$ cat src/rtl/gps_ack_pkg.sv
// Shared types and constants for the GPS acquisition scheduler and its metric datapath.
package gps_ack_pkg;
  localparam int NUM_SAT  = 8;
  localparam int METRIC_W = 15;

  typedef enum logic [2:0] {IDLE, START, RUN, SCAN, REPORT} sched_state_t;

  typedef struct packed {
    logic [METRIC_W-1:0] metric;
    logic [9:0]          code_phase;
    logic [15:0]         doppler;
  } peak_t;
endpackage

$ cat src/rtl/gps_ack_metric.sv
// Correlation metric |I - bias| + |Q - bias| for one channel, saturated to 14 bits of magnitude.
module gps_ack_metric import gps_ack_pkg::*; #(
  parameter int SAMPLE_NUM = 16384
) (
  input  logic [13:0]         i,
  input  logic [13:0]         q,
  output logic [METRIC_W-1:0] metric
);
  localparam logic signed [14:0] BIAS = 15'(SAMPLE_NUM / 2);

  logic signed [14:0] di, dq;
  logic [14:0]        ai, aq;
  logic [15:0]        sum;

  always_comb begin
    di     = $signed({1'b0, i}) - BIAS;
    dq     = $signed({1'b0, q}) - BIAS;
    ai     = di[14] ? $unsigned(-di) : $unsigned(di);
    aq     = dq[14] ? $unsigned(-dq) : $unsigned(dq);
    sum    = {1'b0, ai} + {1'b0, aq};
    metric = (sum > 16'd16383) ? 15'd16383 : sum[14:0];
  end
endmodule

$ cat src/rtl/gps_ack_sched.sv
// Search sequencer and per-satellite peak picker for the GPS acquisition engine.
//   state  | meaning
//   IDLE   | waiting for search_req
//   START  | ack_start pulse to the engine
//   RUN    | waiting for a corr_complete edge or end of search
//   SCAN   | scoring snapshot, one channel per cycle
//   REPORT | streaming one result per satellite
module gps_ack_sched #(
  parameter int          SAMPLE_NUM = 16384,
  parameter int          NUM_SAT    = 8,
  parameter logic [14:0] THRESH     = 15'd2400
) (
  input  logic                  clk,
  input  logic                  rst,
  input  logic                  search_req,
  output logic                  search_busy,
  output logic                  ack_start,
  input  logic                  corr_complete,
  input  logic                  search_complete,
  input  logic [9:0]            code_phase,
  input  logic signed [15:0]    doppler_omega,
  input  logic [6*NUM_SAT-1:0]  sat_ids,
  input  logic [14*NUM_SAT-1:0] integ_i,
  input  logic [14*NUM_SAT-1:0] integ_q,
  output logic                  res_valid,
  input  logic                  res_ready,
  output logic [5:0]            res_sat,
  output logic                  res_found,
  output logic [9:0]            res_code_phase,
  output logic [15:0]           res_doppler,
  output logic [14:0]           res_metric,
  output logic                  overrun
);
  import gps_ack_pkg::*;

  localparam int KW = (NUM_SAT > 1) ? $clog2(NUM_SAT) : 1;
  localparam logic [KW-1:0] K_LAST = KW'(NUM_SAT - 1);

  sched_state_t        state;
  logic [KW-1:0]       k;
  logic                cc_prev, sc_prev, pending;
  logic                cc_edge, sc_edge;
  logic [13:0]         snap_i [NUM_SAT];
  logic [13:0]         snap_q [NUM_SAT];
  logic [9:0]          snap_phase;
  logic [15:0]         snap_dop;
  logic [5:0]          sat_q  [NUM_SAT];
  peak_t               peak   [NUM_SAT];
  logic [METRIC_W-1:0] metric;
  logic [KW-1:0]       k_next;

  assign cc_edge = corr_complete & ~cc_prev;
  assign sc_edge = search_complete & ~sc_prev;
  assign k_next  = KW'(k + 1'b1);

  gps_ack_metric #(.SAMPLE_NUM(SAMPLE_NUM)) u_metric (
    .i      (snap_i[k]),
    .q      (snap_q[k]),
    .metric (metric)
  );

  always_ff @(posedge clk or negedge rst) begin
    if (!rst) begin
      state          <= IDLE;
      k              <= '0;
      cc_prev        <= 1'b0;
      sc_prev        <= 1'b0;
      pending        <= 1'b0;
      ack_start      <= 1'b0;
      search_busy    <= 1'b0;
      overrun        <= 1'b0;
      res_valid      <= 1'b0;
      res_sat        <= '0;
      res_found      <= 1'b0;
      res_code_phase <= '0;
      res_doppler    <= '0;
      res_metric     <= '0;
      snap_phase     <= '0;
      snap_dop       <= '0;
      for (int c = 0; c < NUM_SAT; c++) begin
        snap_i[c] <= '0;
        snap_q[c] <= '0;
        sat_q[c]  <= '0;
        peak[c]   <= '0;
      end
    end else begin
      cc_prev   <= corr_complete;
      sc_prev   <= search_complete;
      ack_start <= 1'b0;
      case (state)
        IDLE: if (search_req) begin
          state       <= START;
          ack_start   <= 1'b1;
          search_busy <= 1'b1;
          overrun     <= 1'b0;
          pending     <= 1'b0;
          k           <= '0;
          for (int c = 0; c < NUM_SAT; c++) begin
            peak[c]  <= '0;
            sat_q[c] <= sat_ids[6*c +: 6];
          end
        end
        START: state <= RUN;
        RUN: begin
          if (sc_edge) pending <= 1'b1;
          // A snapshot edge wins over a coincident end-of-search edge.
          if (cc_edge) begin
            for (int c = 0; c < NUM_SAT; c++) begin
              snap_i[c] <= integ_i[14*c +: 14];
              snap_q[c] <= integ_q[14*c +: 14];
            end
            snap_phase <= code_phase;
            snap_dop   <= doppler_omega;
            k          <= '0;
            state      <= SCAN;
          end else if (pending || sc_edge) begin
            k              <= '0;
            state          <= REPORT;
            res_valid      <= 1'b1;
            res_sat        <= sat_q[0];
            res_metric     <= peak[0].metric;
            res_found      <= peak[0].metric >= THRESH;
            res_code_phase <= peak[0].code_phase;
            res_doppler    <= peak[0].doppler;
          end
        end
        SCAN: begin
          if (metric > peak[k].metric)
            peak[k] <= '{metric: metric, code_phase: snap_phase, doppler: snap_dop};
          if (cc_edge) overrun <= 1'b1;
          if (sc_edge) pending <= 1'b1;
          if (k == K_LAST) begin
            k <= '0;
            if (pending || sc_edge) begin
              state          <= REPORT;
              res_valid      <= 1'b1;
              res_sat        <= sat_q[0];
              res_metric     <= peak[0].metric;
              res_found      <= peak[0].metric >= THRESH;
              res_code_phase <= peak[0].code_phase;
              res_doppler    <= peak[0].doppler;
            end else begin
              state <= RUN;
            end
          end else begin
            k <= k_next;
          end
        end
        REPORT: if (res_ready) begin
          if (k == K_LAST) begin
            state       <= IDLE;
            res_valid   <= 1'b0;
            search_busy <= 1'b0;
            pending     <= 1'b0;
            k           <= '0;
          end else begin
            k              <= k_next;
            res_sat        <= sat_q[k_next];
            res_metric     <= peak[k_next].metric;
            res_found      <= peak[k_next].metric >= THRESH;
            res_code_phase <= peak[k_next].code_phase;
            res_doppler    <= peak[k_next].doppler;
          end
        end
        default: state <= IDLE;
      endcase
    end
  end
endmodule
$ cat config.mk
export PLATFORM = sky130hd
export DESIGN_NAME = gps_ack_sched
export DESIGN_NICKNAME = d
export VERILOG_FILES = /design/src/rtl/gps_ack_pkg.sv /design/src/rtl/gps_ack_metric.sv /design/src/rtl/gps_ack_sched.sv
export SDC_FILE = /design/constraint.sdc
export NUM_CORES = 1
export LEC_CHECK = 0
export ABC_AREA = 0
export CAP_MARGIN = 0
export CORE_MARGIN = 3
export CORE_UTILIZATION = 25
export CTS_BUF_LIST = sky130_fd_sc_hd__clkbuf_4
export DETAILED_ROUTE_END_ITERATION = 8
export DONT_BUFFER_PORTS = 1
export GPL_ROUTABILITY_DRIVEN = 1
export GPL_TIMING_DRIVEN = 0
export PLACE_DENSITY_LB_ADDON = 0.1
export SETUP_SLACK_MARGIN = 0.05
export SLEW_MARGIN = 20
export SYNTH_ARGS = -nofsm -noshare
export SYNTH_HDL_FRONTEND = slang
export SYNTH_SLANG_ARGS = --single-unit
export TNS_END_PERCENT = 20
$ cat constraint.sdc
create_clock -name clk -period 6.05 [get_ports clk]
set_input_delay 1.21 -clock clk [delete_from_list [all_inputs] [get_ports clk]]
set_output_delay 1.21 -clock clk [all_outputs]
set_load 0.05 [all_outputs]
# After elaboration in Yosys (flattened, before gate mapping)
# Index checks and enable logic that the tools add are counted.
totals:
  word_cells: 200
  input_bits: 304
  out_inout_bits: 52
  regBits: 687
classes:
  reduce_logical: 19
  addsub: 6
  n_mux: 83
  eq_ne: 15
  n_bitwise: 6
  order_cmp: 7
ops:
  columns: ["operator", "count"]
  rows:
  - ["328-bit 2-to-1 mux", 2]
  - ["328-bit case mux with 2 select lines", 1]
  - ["328-bit bitwise mux", 1]
  - ["41-bit binary-select mux with 3-bit select", 2]
  - ["41-bit 2-to-1 mux", 5]
  - ["41-bit demux with 3-bit select", 1]
  - ["15-bit 2-to-1 mux", 8]
  - ["14-bit binary-select mux with 3-bit select", 2]
  - ["16-bit 2-to-1 mux", 5]
  - ["14-bit 2-to-1 mux", 4]
  - ["10-bit 2-to-1 mux", 5]
  - ["16-bit case mux with 3 select lines", 1]
  - ["15-bit case mux with 3 select lines", 1]
  - ["6-bit 2-to-1 mux", 7]
  - ["3-bit 2-to-1 mux", 12]
  - ["15-bit by 12-bit greater-or-equal comparator with 1-bit output, second input constant", 2]
  - ["15-bit negator", 2]
  - ["10-bit case mux with 3 select lines", 1]
  - ["14-bit by 14-bit subtractor with 15-bit output, second input constant", 2]
  - ["5-bit AND reduction", 4]
  - ["6-bit binary-select mux with 3-bit select", 1]
  - ["6-bit case mux with 3 select lines", 1]
  - ["15-bit by 15-bit adder with 16-bit output", 1]
  - ["16-bit by 14-bit > comparator with 1-bit output, second input constant", 1]
  - ["28 further kinds", 64]

# Logic depth before layout (Yosys ltp)
# Gate-level depths: netlist of run 1.
depth:
  word_depth: 13
  mapped_depth: 32
  depth_no_buf: 24

# Modules after synthesis
# From an unflattened synthesis of run 1, not the netlist that was laid out.
unflattened:
  cells_unflattened: 2426
  hier_area_um2: 31989.4
by_module_without_submodules:
  columns: ["mod", "area_each_um2", "cells_per_inst", "seq_area_each_um2", "n_inst"]
  rows:
  - ["gps_ack_sched", 30651.9, 2223, 17191.5, 1]
  - ["gps_ack_metric", 1337.5, 203, 0.0, 1]

# Worst setup path before layout of run 1
# Ideal clock, no wire load.
synth_timing:
  path_kind: "reg2reg"
  from: "reg k[1]"
  to: "reg peak[325] in the netlist's numbering"
  period_less_slack_ps: 6083
  setup_ps: 121
  required_time_ps: 5929
  t_arrival_ps: 5962
  path_stages_with_launch: 29
  n_path_buf: 7
  path_slack_ps: -33
  path_cell_list: "dfrtp_1 -> buf_2 -> buf_2 -> buf_2 -> mux2i_1 -> o22ai_1 -> a211oi_1 -> and4_1 -> a21oi_1 -> xor2_1 -> ha_1 -> clkbuf_1 -> o21a_1 -> o21ai_0 -> o22ai_1 -> nor2_1 -> mux2_2 -> a31oi_1 -> inv_1 -> ha_1 -> nand4_1 -> or4_1 -> nand3_1 -> a21oi_1 -> buf_2 -> and2_1 -> buf_2 -> buf_2 -> a22o_1"
synth_via:
  elab_chain_len: 13
  elab_cells_between_ends: 30
  classes_between: "5 x add/sub; 4 x order compare; 1 x eq/ne; 17 x mux; 1 x bitwise; 2 x reduce/logical"
synth_lines:
  columns: ["item", "line_no", "rtl"]
  rows:
  - ["start, declared", "gps_ack_sched.sv:40", "logic [KW-1:0] k;"]
  - ["start signal, assigned", "gps_ack_sched.sv:146", "k <= k_next;"]
  - ["start signal, assigned", "gps_ack_sched.sv:157", "k <= k_next;"]
  - ["3-bit inverter with 4-bit output (not written as such) (*)", null, null]
  - ["14-bit binary-select mux with 3-bit select (on tied branches)", "gps_ack_sched.sv:57, gps_ack_sched.sv:58", null]
  - ["14-bit 2-to-1 mux (on tied branches) (2 in a row)", "gps_ack_sched.sv:57, gps_ack_sched.sv:58", null]
  - ["14-bit by 14-bit subtractor with 15-bit output (on tied branches)", "gps_ack_metric.sv:16, gps_ack_metric.sv:17", null]
  - ["15-bit negator (on tied branches)", "gps_ack_metric.sv:18, gps_ack_metric.sv:19", null]
  - ["15-bit 2-to-1 mux (on tied branches)", "gps_ack_metric.sv:18, gps_ack_metric.sv:19", null]
  - ["15-bit by 15-bit adder with 16-bit output", "gps_ack_metric.sv:20", "sum = {1'b0, ai} + {1'b0, aq};"]
  - ["16-bit by 14-bit > comparator with 1-bit output", "gps_ack_metric.sv:21", "metric = (sum > 16'd16383) ? 15'd16383 : sum[14:0];"]
  - ["15-bit 2-to-1 mux", "gps_ack_metric.sv:21", null]
  - ["15-bit > comparator / 328-bit bitwise mux (equally long branches)", "gps_ack_sched.sv:128, gps_ack_sched.sv:129", null]
  - ["2-bit inequality test (no source line) / 328-bit 2-to-1 mux (equally long branches)", null, null]
  - ["3-bit AND reduction (no source line) / 328-bit case mux with 2 select lines (equally long branches)", null, null]
  - ["end signal, assigned by index", "gps_ack_sched.sv:129", "peak[k] <= '{metric: metric, code_phase: snap_phase, doppler: snap_dop};"]
  - ["end, declared", "gps_ack_sched.sv:48", "peak_t peak [NUM_SAT];"]
# Mark *: on every way between the ends. The rest lies on a longest branch, timed or not. The select of a mux whose other input is x is not followed.
# A chain may end at the register's enable or synchronous reset.

# Final worst setup path of run 1
layout_timing:
  from: "reg k[0]"
  to: "reg peak[304] in the netlist's numbering"
layout_via:
  elab_chain_len: 13
  elab_cells_between_ends: 30
  classes_between: "5 x add/sub; 4 x order compare; 1 x eq/ne; 17 x mux; 1 x bitwise; 2 x reduce/logical"
layout_lines:
  columns: ["item", "line_no", "rtl"]
  rows:
  - ["3-bit inverter with 4-bit output (not written as such) (*)", null, null]
  - ["14-bit binary-select mux with 3-bit select (on tied branches)", "gps_ack_sched.sv:57, gps_ack_sched.sv:58", null]
  - ["14-bit 2-to-1 mux (on tied branches) (2 in a row)", "gps_ack_sched.sv:57, gps_ack_sched.sv:58", null]
  - ["14-bit by 14-bit subtractor with 15-bit output (on tied branches)", "gps_ack_metric.sv:16, gps_ack_metric.sv:17", null]
  - ["15-bit negator (on tied branches)", "gps_ack_metric.sv:18, gps_ack_metric.sv:19", null]
  - ["15-bit 2-to-1 mux (on tied branches)", "gps_ack_metric.sv:18, gps_ack_metric.sv:19", null]
  - ["15-bit by 15-bit adder with 16-bit output", "gps_ack_metric.sv:20", null]
  - ["16-bit by 14-bit > comparator with 1-bit output", "gps_ack_metric.sv:21", null]
  - ["15-bit 2-to-1 mux", "gps_ack_metric.sv:21", null]
  - ["15-bit > comparator", "gps_ack_sched.sv:128", "if (metric > peak[k].metric)"]
  - ["2-bit inequality test (no source line)", null, null]
  - ["3-bit AND reduction (no source line)", null, null]
# Marked as above.

==> reports/metrics.csv, run 1 <==
metric;value;unit
worst r2r path cells;29;
Core Area;129000;µm²
Worst path most repeated cell;buf_6;
I/O pin total;356;
crit path launch type;flop;
final hold vios;0;
leak pwr;17.2;nW
clock skew;0.0947;ns
register-to-register setup slack;-0.51;ns
grt total ovfl;0;
largest cells by area after synthesis;dfrtp_1 53%, mux2_2 11%, mux4_2 7.2%, a22o_1 6.4%, mux2i_1 2.5%;
DRT Wirelength;143;mm
first-pass GRT wire length;202;mm
Mapped Area;32600;µm²
Critical Path End Type;flop;
worst-margin pin slew;1.13;ns
failing checks;negative setup slack;
Max Clock Freq;153;MHz
Critical Path AT;7.54;ns
setup slack after layout;-0.505;ns
leading area contributor after synthesis;dfrtp_1;
antenna-violating nets left;0;
#FFs+latches synth;687;
period utilization;1.08;
Synth Warn #;0;
initial DRC count;1940;
Die Y;367;µm
detailed placement HPWL;98.5;mm
average wire per cell in the routed design;29.8;µm
Die Wd;367;µm
CTS tree;done;
final RePlAce weighted congestion;0.826;
ys async rst share;1.00;
IO buf count;0;
Vias/cell;5.18;
CTS clk-pin slew, worst paths;0.07;ns
number of setup violations in the final report;328;
layout cells sized above 1;0.387;
EDFF count, synth;0;
CTS Buf Count;197;
# Max-Cap Violations;0;
area fraction of the dominant cell type after synthesis;0.527;
clk sink count;687;
worst hold margin;0.105;ns
first drt pass iteration count;5;
synth unique cells;79;
worst min-delay path class;primary input to asynchronous set/reset pin;
Most used DFF post-synth;dfrtp_1;
RSZ-0062 raised after global routing;yes;
Crit Path Category;flop to flop;
crit-path max FO;11;
initial antenna violation count;62;
via count of the first global-routing pass;26279;
register area share after synthesis;0.527;
launching point of the worst reg2reg path;k[0];
Slew Viols, Final;0;
Mapped Avg Cell Area;12.6;µm²
Syn Inst Count;2591;
Final Instance Count excl. Fillers;4802;
Initial Util;0.254;
status;finished, violations left;
Die Area;135000;µm²
Slew headroom;0.228;
routed via count;24871;
Crit-path slowest cell;or4_1;
# nets final;3227;
minimum clock period;6.56;ns
P&R area growth vs syn;24.9;%
largest net degree at the start of global routing;688;
Cell Rows;131;
Pwr Total;27.0;mW
root buffer cell;clkbuf_4;
GR Util All Layers;0.209;
reg2reg end;peak[304];
DP Worst Slack;-3.97;ns
placed cells;4325;
DRC viols;0;
Worst-Skew Late Latency;1.14;ns
H-tree depth;4;
Max rail drop VDD;0.548;mV
most common cell in the netlist;dfrtp_1;
CP peak stage delay;0.54;ns
Required @ worst endpoint;7.04;ns
PD cells;663;nW/µm²
synth cell count leaders;687 x dfrtp_1, 320 x mux2_2, 239 x a22o_1;
CTS max path bufs;3;
==> worst max-delay path by stage <==
stage / start / endpoint / slack (ns) / cells past startpoint
4_1_cts: k[2] / peak[41] / -0.51 / 31
5_1_grt: k[2] / peak[154] / -0.72 / 31
3_3_place_gp: k[1] / peak[33] / -3.95 / 26
2_1_floorplan: k[2] / peak[325] / 0.06 / 29
3_5_place_dp: k[1] / peak[29] / -3.97 / 26
6_report: k[0] / peak[304] / -0.51 / 29
==> power by group <==
part / internal [mW] / switching (mW)
combinational: 6.32 / 8.82
clock: 2.35 / 2.16
sequential: 5.94 / 1.43
total: 14.6 / 12.4
==> flip-flops by register name, summed over array words and instances (netlist names), 3 cells and up <==
signal / flops
k: 3
peak: 328
res_code_phase: 10
res_doppler: 16
res_metric: 15
res_sat: 6
sat_q: 48
snap_dop: 16
snap_i: 112
snap_phase: 10
snap_q: 112
state: 3
==> critical path: cells and delay by family, from the launching register on <==
family	cells	cell delay, ns
simple gates	8	1.63
mux	1	0.41
xor+xnor	1	0.17
fa+ha+maj	2	0.61
buf+inv	10	1.83
compound gates	7	1.29
flops	1	0.42
==> per-stage QoR <==
step	TNS, ns	util	area [µm²]
floorplan	0	-	32700
global placement	-1158.88	0.271	34800
detailed placement	-1154.49	0.271	34900
CTS	-145.05	0.312	40100
global route	-209.64	0.317	40700
finish	-142.28	0.317	40800
==> timing repair <==
| action | in CTS | in global routing |
|---|---|---|
| resized for setup | 516 | 116 |
| hold buffers | 2 | 2 |
| cloned | 10 | 1 |
| endpoints found under the hold margin | 689 | 99 |
| setup buffers | 68 | 11 |
| pin swaps | 140 | 33 |
| endpoints found under the setup margin | 328 | 328 |
==> kinds of logic (layout without fill, tap and decap cells) <==
family,Yosys count,count (layout),share of synthesized area
muxes,515,515,0.212
DFF,687,687,0.527
AOI/OAI and AO/OA,672,672,0.148
adders and majority gates,35,35,0.0136
other,1,36,0.000115
buffers and inverters,255,702,0.0356
and+or+nand+nor,398,398,0.0568
xor gates and xnor gates,28,28,0.00751
==> layer usage <==
metal,share of wire,vias up,track usage
li1,-,10462,-
met2,0.49,1043,0.351
met5,0.00078,-,0
met3,0.065,263,0.0515
met4,0.029,16,0.0749
met1,0.41,13087,0.260
==> cells in the final DEF, fill, tap and decap left out, types with 53 or more instances in the layout <==
master | Yosys | routed
o21ai_0 | 162 | 90
mux2_2 | 320 | 319
nor2_1 | 100 | 84
clkbuf_4 | 0 | 303
mux4_2 | 105 | 106
dfrtp_1 | 687 | 686
mux2i_1 | 82 | 71
buf_4 | 13 | 72
o21ai_1 | 1 | 53
nand2_1 | 188 | 138
a21oi_1 | 95 | 87
a22o_1 | 239 | 239
==> final cells by class <==
| cell class | instances | area (µm²) |
|---|---|---|
| Multi-Input combinational cell | 1651 | 15300 |
| Fill cell | 13043 | 87900 |
| Clock inverter | 55 | 312 |
| Antenna cell | 33 | 82.6 |
| Timing Repair Buffer | 101 | 1240 |
| Tap cell | 1729 | 2160 |
| Sequential cell | 687 | 17200 |
| Clock buffer | 296 | 2220 |
| Buffer | 220 | 2110 |
| Inverter | 30 | 125 |
Power figures use the tool's default switching activity.
==> run 2, diff against run 1 <==
SYNTH_HIERARCHICAL = 1   (was default)
==> run 2 against run 1 <==
Against the previous run:
- the run still ends with negative setup slack left
- total power shrank 5.5%
- sequential power shrank 2%
- global-route usage shrank 0.71 points
- critical path depth grew 5
- synthesized area shrank 2.0%
- first-iteration DRC count shrank 8.9%
- sequential share of layout area grew 1.3 points
- via count shrank 4.3%
- final area shrank 3.0%
- synthesized cell count shrank 6.4%
- wire length shrank 5.6%
- fmax shrank 6.4%
- largest power group unchanged
==> reports/metrics.csv, run 2 <==
metric;value;unit;change
met3 WL;10.6;mm;was 9.29 mm
ys async rst share;1.00;;unchanged
CTS max path bufs;3;;unchanged
P&R area growth vs syn;23.7;%;was 24.9%
Internal;14.0;mW;was 14.6 mW
Pwr Total;25.5;mW;was 27.0 mW
clock skew;0.0889;ns;was 0.0947 ns
CTS tree;done;;unchanged
biggest regs;peak (328), snap_i (112), snap_q (112);;unchanged
max reg flops;328;;unchanged
DP Area;34400;µm²;was 34900 µm²
switching share of power;0.450;;was 0.459
DRC viols;0;;unchanged
Biggest register;peak;;unchanged
Worst path most repeated cell;buf_12;;was buf_6
Crit-path slowest cell;a2111o_1;;was or4_1
antenna-violating nets left;0;;unchanged
Setup TNS Final;-284.70;ns;was -142.28 ns
CTS clk-pin slew, worst paths;0.06;ns;was 0.07 ns
Max rail drop VDD;0.671;mV;was 0.548 mV
I/O pin total;356;;unchanged
initial DRC count;1768;;was 1940
GR Util All Layers;0.202;;was 0.209
root buffer cell;clkbuf_4;;unchanged
CTS Buf Count;199;;was 197
Critical Path End Type;flop;;unchanged
largest net degree at the start of global routing;688;;unchanged
routed via count;23802;;was 24871
Die Area;132000;µm²;was 135000 µm²
Top Metal Used;met5;;unchanged
Syn Inst Count;2426;;was 2591
setup slack after layout;-0.951;ns;was -0.505 ns
most common cell in the netlist;dfrtp_1;;unchanged
Core Area;126000;µm²;was 129000 µm²
Die Wd;364;µm;was 367 µm
worst-margin pin slew;1.42;ns;was 1.13 ns
area fraction of the dominant cell type after synthesis;0.537;;was 0.527
grt total ovfl;0;;unchanged
synth cell count leaders;687 x dfrtp_1, 332 x a22o_1, 305 x mux2_2;;was 687 x dfrtp_1, 320 x mux2_2, 239 x a22o_1
Slew Viols, Final;0;;unchanged
register share of total power;0.283;;was 0.273
synth unique cells;67;;was 79
#FFs+latches synth;687;;unchanged
minimum clock period;7.00;ns;was 6.56 ns
Most used DFF post-synth;dfrtp_1;;unchanged
average wire per cell in the routed design;29.5;µm;was 29.8 µm
Slew headroom;0.0518;;was 0.228
failing checks;negative setup slack;;unchanged
worst r2r path cells;34;;was 29
launching point of the worst reg2reg path;k[1];;was k[0]
period utilization;1.16;;was 1.08
IO buf count;0;;unchanged
DP Worst Slack;-3.26;ns;was -3.97 ns
status;finished, violations left;;unchanged
DRT Wirelength;135;mm;was 143 mm
leak pwr;16.9;nW;was 17.2 nW
final hold vios;0;;unchanged
Vias/cell;5.19;;was 5.18
# nets final;3100;;was 3227
Synth Warn #;6;;was 0
Critical Path AT;8.06;ns;was 7.54 ns
Required @ worst endpoint;7.11;ns;was 7.04 ns
clock power share;0.172;;was 0.167
CP peak stage delay;0.55;ns;was 0.54 ns
commonest non-fill, non-tap cell in the layout;dfrtp_1;;unchanged
reg2reg end;peak[267];;was peak[304]
end of the critical path;peak[267];;was peak[304]
via count of the first global-routing pass;25638;;was 26279
Max Clock Freq;143;MHz;was 153 MHz
register-to-register setup slack;-0.95;ns;was -0.51 ns
final RePlAce weighted congestion;0.817;;was 0.826
combinational cell fraction of total power;0.545;;was 0.560
crit-path max FO;10;;was 11
# Max-Cap Violations;0;;unchanged
Cell Rows;130;;was 131
largest cells by area after synthesis;dfrtp_1 54%, mux2_2 11%, a22o_1 9.1%, mux4_2 6.6%, a22oi_1 3.9%;;was dfrtp_1 53%, mux2_2 11%, mux4_2 7.2%, a22o_1 6.4%, mux2i_1 2.5%
Worst setup startpoint;k[1];;was k[0]
first-pass GRT wire length;191;mm;was 202 mm
Die Y;364;µm;was 367 µm
metal2 WL;65.3;mm;was 70.8 mm
Post-Layout Inst Area;39600;µm²;was 40800 µm²
most frequent cells in the layout;687 x dfrtp_1, 332 x a22o_1, 305 x mux2_2, 305 x clkbuf_4, 143 x a22oi_1;;was 686 x dfrtp_1, 319 x mux2_2, 303 x clkbuf_4
Mapped Avg Cell Area;13.2;µm²;was 12.6 µm²
leading area contributor after synthesis;dfrtp_1;;unchanged
worst min-delay path class;primary input to asynchronous set/reset pin;;unchanged
PD cells;645;nW/µm²;was 663 nW/µm²
layout cells sized above 1;0.372;;was 0.387
clk sink count;687;;unchanged
Mapped Area;32000;µm²;was 32600 µm²
net switching power;11.5;mW;was 12.4 mW
Initial Util;0.253;;was 0.254
RSZ-0062 raised after global routing;yes;;unchanged
H-tree depth;4;;unchanged
number of setup violations in the final report;328;;unchanged
initial antenna violation count;72;;was 62
crit path launch type;flop;;unchanged
first drt pass iteration count;7;;was 5
Worst-Skew Late Latency;1.14;ns;about the same
Crit Path Category;flop to flop;;unchanged
EDFF count, synth;0;;unchanged
detailed placement HPWL;89.6;mm;was 98.5 mm
met1 WL;54.8;mm;was 58.9 mm
register area share after synthesis;0.537;;was 0.527
run 2: final cells by class:
cell class                      count  area [µm²]
Buffer                            226        2000
Inverter                           15        56.3
Antenna cell                       36        90.1
Tap cell                         1650        2060
Timing Repair Buffer              137        1470
Clock buffer                      285        2140
Sequential cell                   687       17200
Fill cell                       12782       86800
Multi-Input combinational cell   1495       14200
Clock inverter                     52         328
run 2: power by group through the flow:
stage	clock network (mW)	logic [mW]	registers (mW)
after floorplan	0	7.87	6.92
after CTS	4.60	13.0	7.23
after global routing	4.85	14.9	7.38
final	4.40	13.9	7.23
after detailed placement	0	11.3	7.30
after global placement	0	11.3	7.24
run 2: timing repair:
| item | 4_1_cts | 5_1_grt |
|---|---|---|
| gates cloned | 7 | 3 |
| setup endpoints to repair | 328 | 328 |
| resized for setup | 229 | 73 |
| setup buffers | 101 | 20 |
| pin swaps | 102 | 98 |
| endpoints found under the hold margin | 689 | 4 |
| hold buffers | 2 | 1 |
run 2: stage by stage:
step	instances	hold slack, ns	utilization
global placement	4078	0.482	0.271
CTS	4523	-0.380	0.308
finish	4583	0.134	0.313
floorplan	2428	0.467	-
detailed placement	4081	0.485	0.272
global route	4560	0.0491	0.313
run 2: cells by family (layout without fill, tap and decap cells):
kind of cell | Yosys count | count (layout) | share of synthesized area
AOI/OAI and AO/OA | 688 | 688 | 0.168
xor gates and xnor gates | 30 | 30 | 0.00821
adders and majority gates | 35 | 35 | 0.0139
buffers and inverters | 246 | 715 | 0.0381
DFF | 687 | 687 | 0.537
muxes | 449 | 449 | 0.189
other | 1 | 39 | 0.000117
and+or+nand+nor | 290 | 290 | 0.0447
run 2: worst max-delay path, delay by kind of cell, from the launching register on:
| kind | cells | cell delay (ns) |
|---|---|---|
| AOI/OAI and AO/OA | 11 | 2.64 |
| adders and majority gates | 3 | 0.73 |
| xor gates and xnor gates | 1 | 0.33 |
| buffers and inverters | 13 | 1.93 |
| DFF | 1 | 0.39 |
| and+or+nand+nor | 6 | 0.88 |
run 2: worst min-delay path by stage:
| stage | from | endpoint | cells past startpoint |
|---|---|---|---|
| 3_5_place_dp | peak[144] | peak[144] | 1 |
| 3_3_place_gp | peak[44] | peak[44] | 1 |
| 6_report | rst | res_valid | 1 |
| 4_1_cts | rst | sat_q[30] | 0 |
| 5_1_grt | integ_i[41] | snap_i[83] | 1 |
| 2_1_floorplan | peak[0] | peak[0] | 1 |
run 2: layer usage:
| metal | GRT usage | vias to the layer above |
|---|---|---|
| li1 | - | 10138 |
| met1 | 0.241 | 12409 |
| met2 | 0.337 | 894 |
| met3 | 0.0733 | 287 |
| met4 | 0.0648 | 74 |
| met5 | 0 | - |
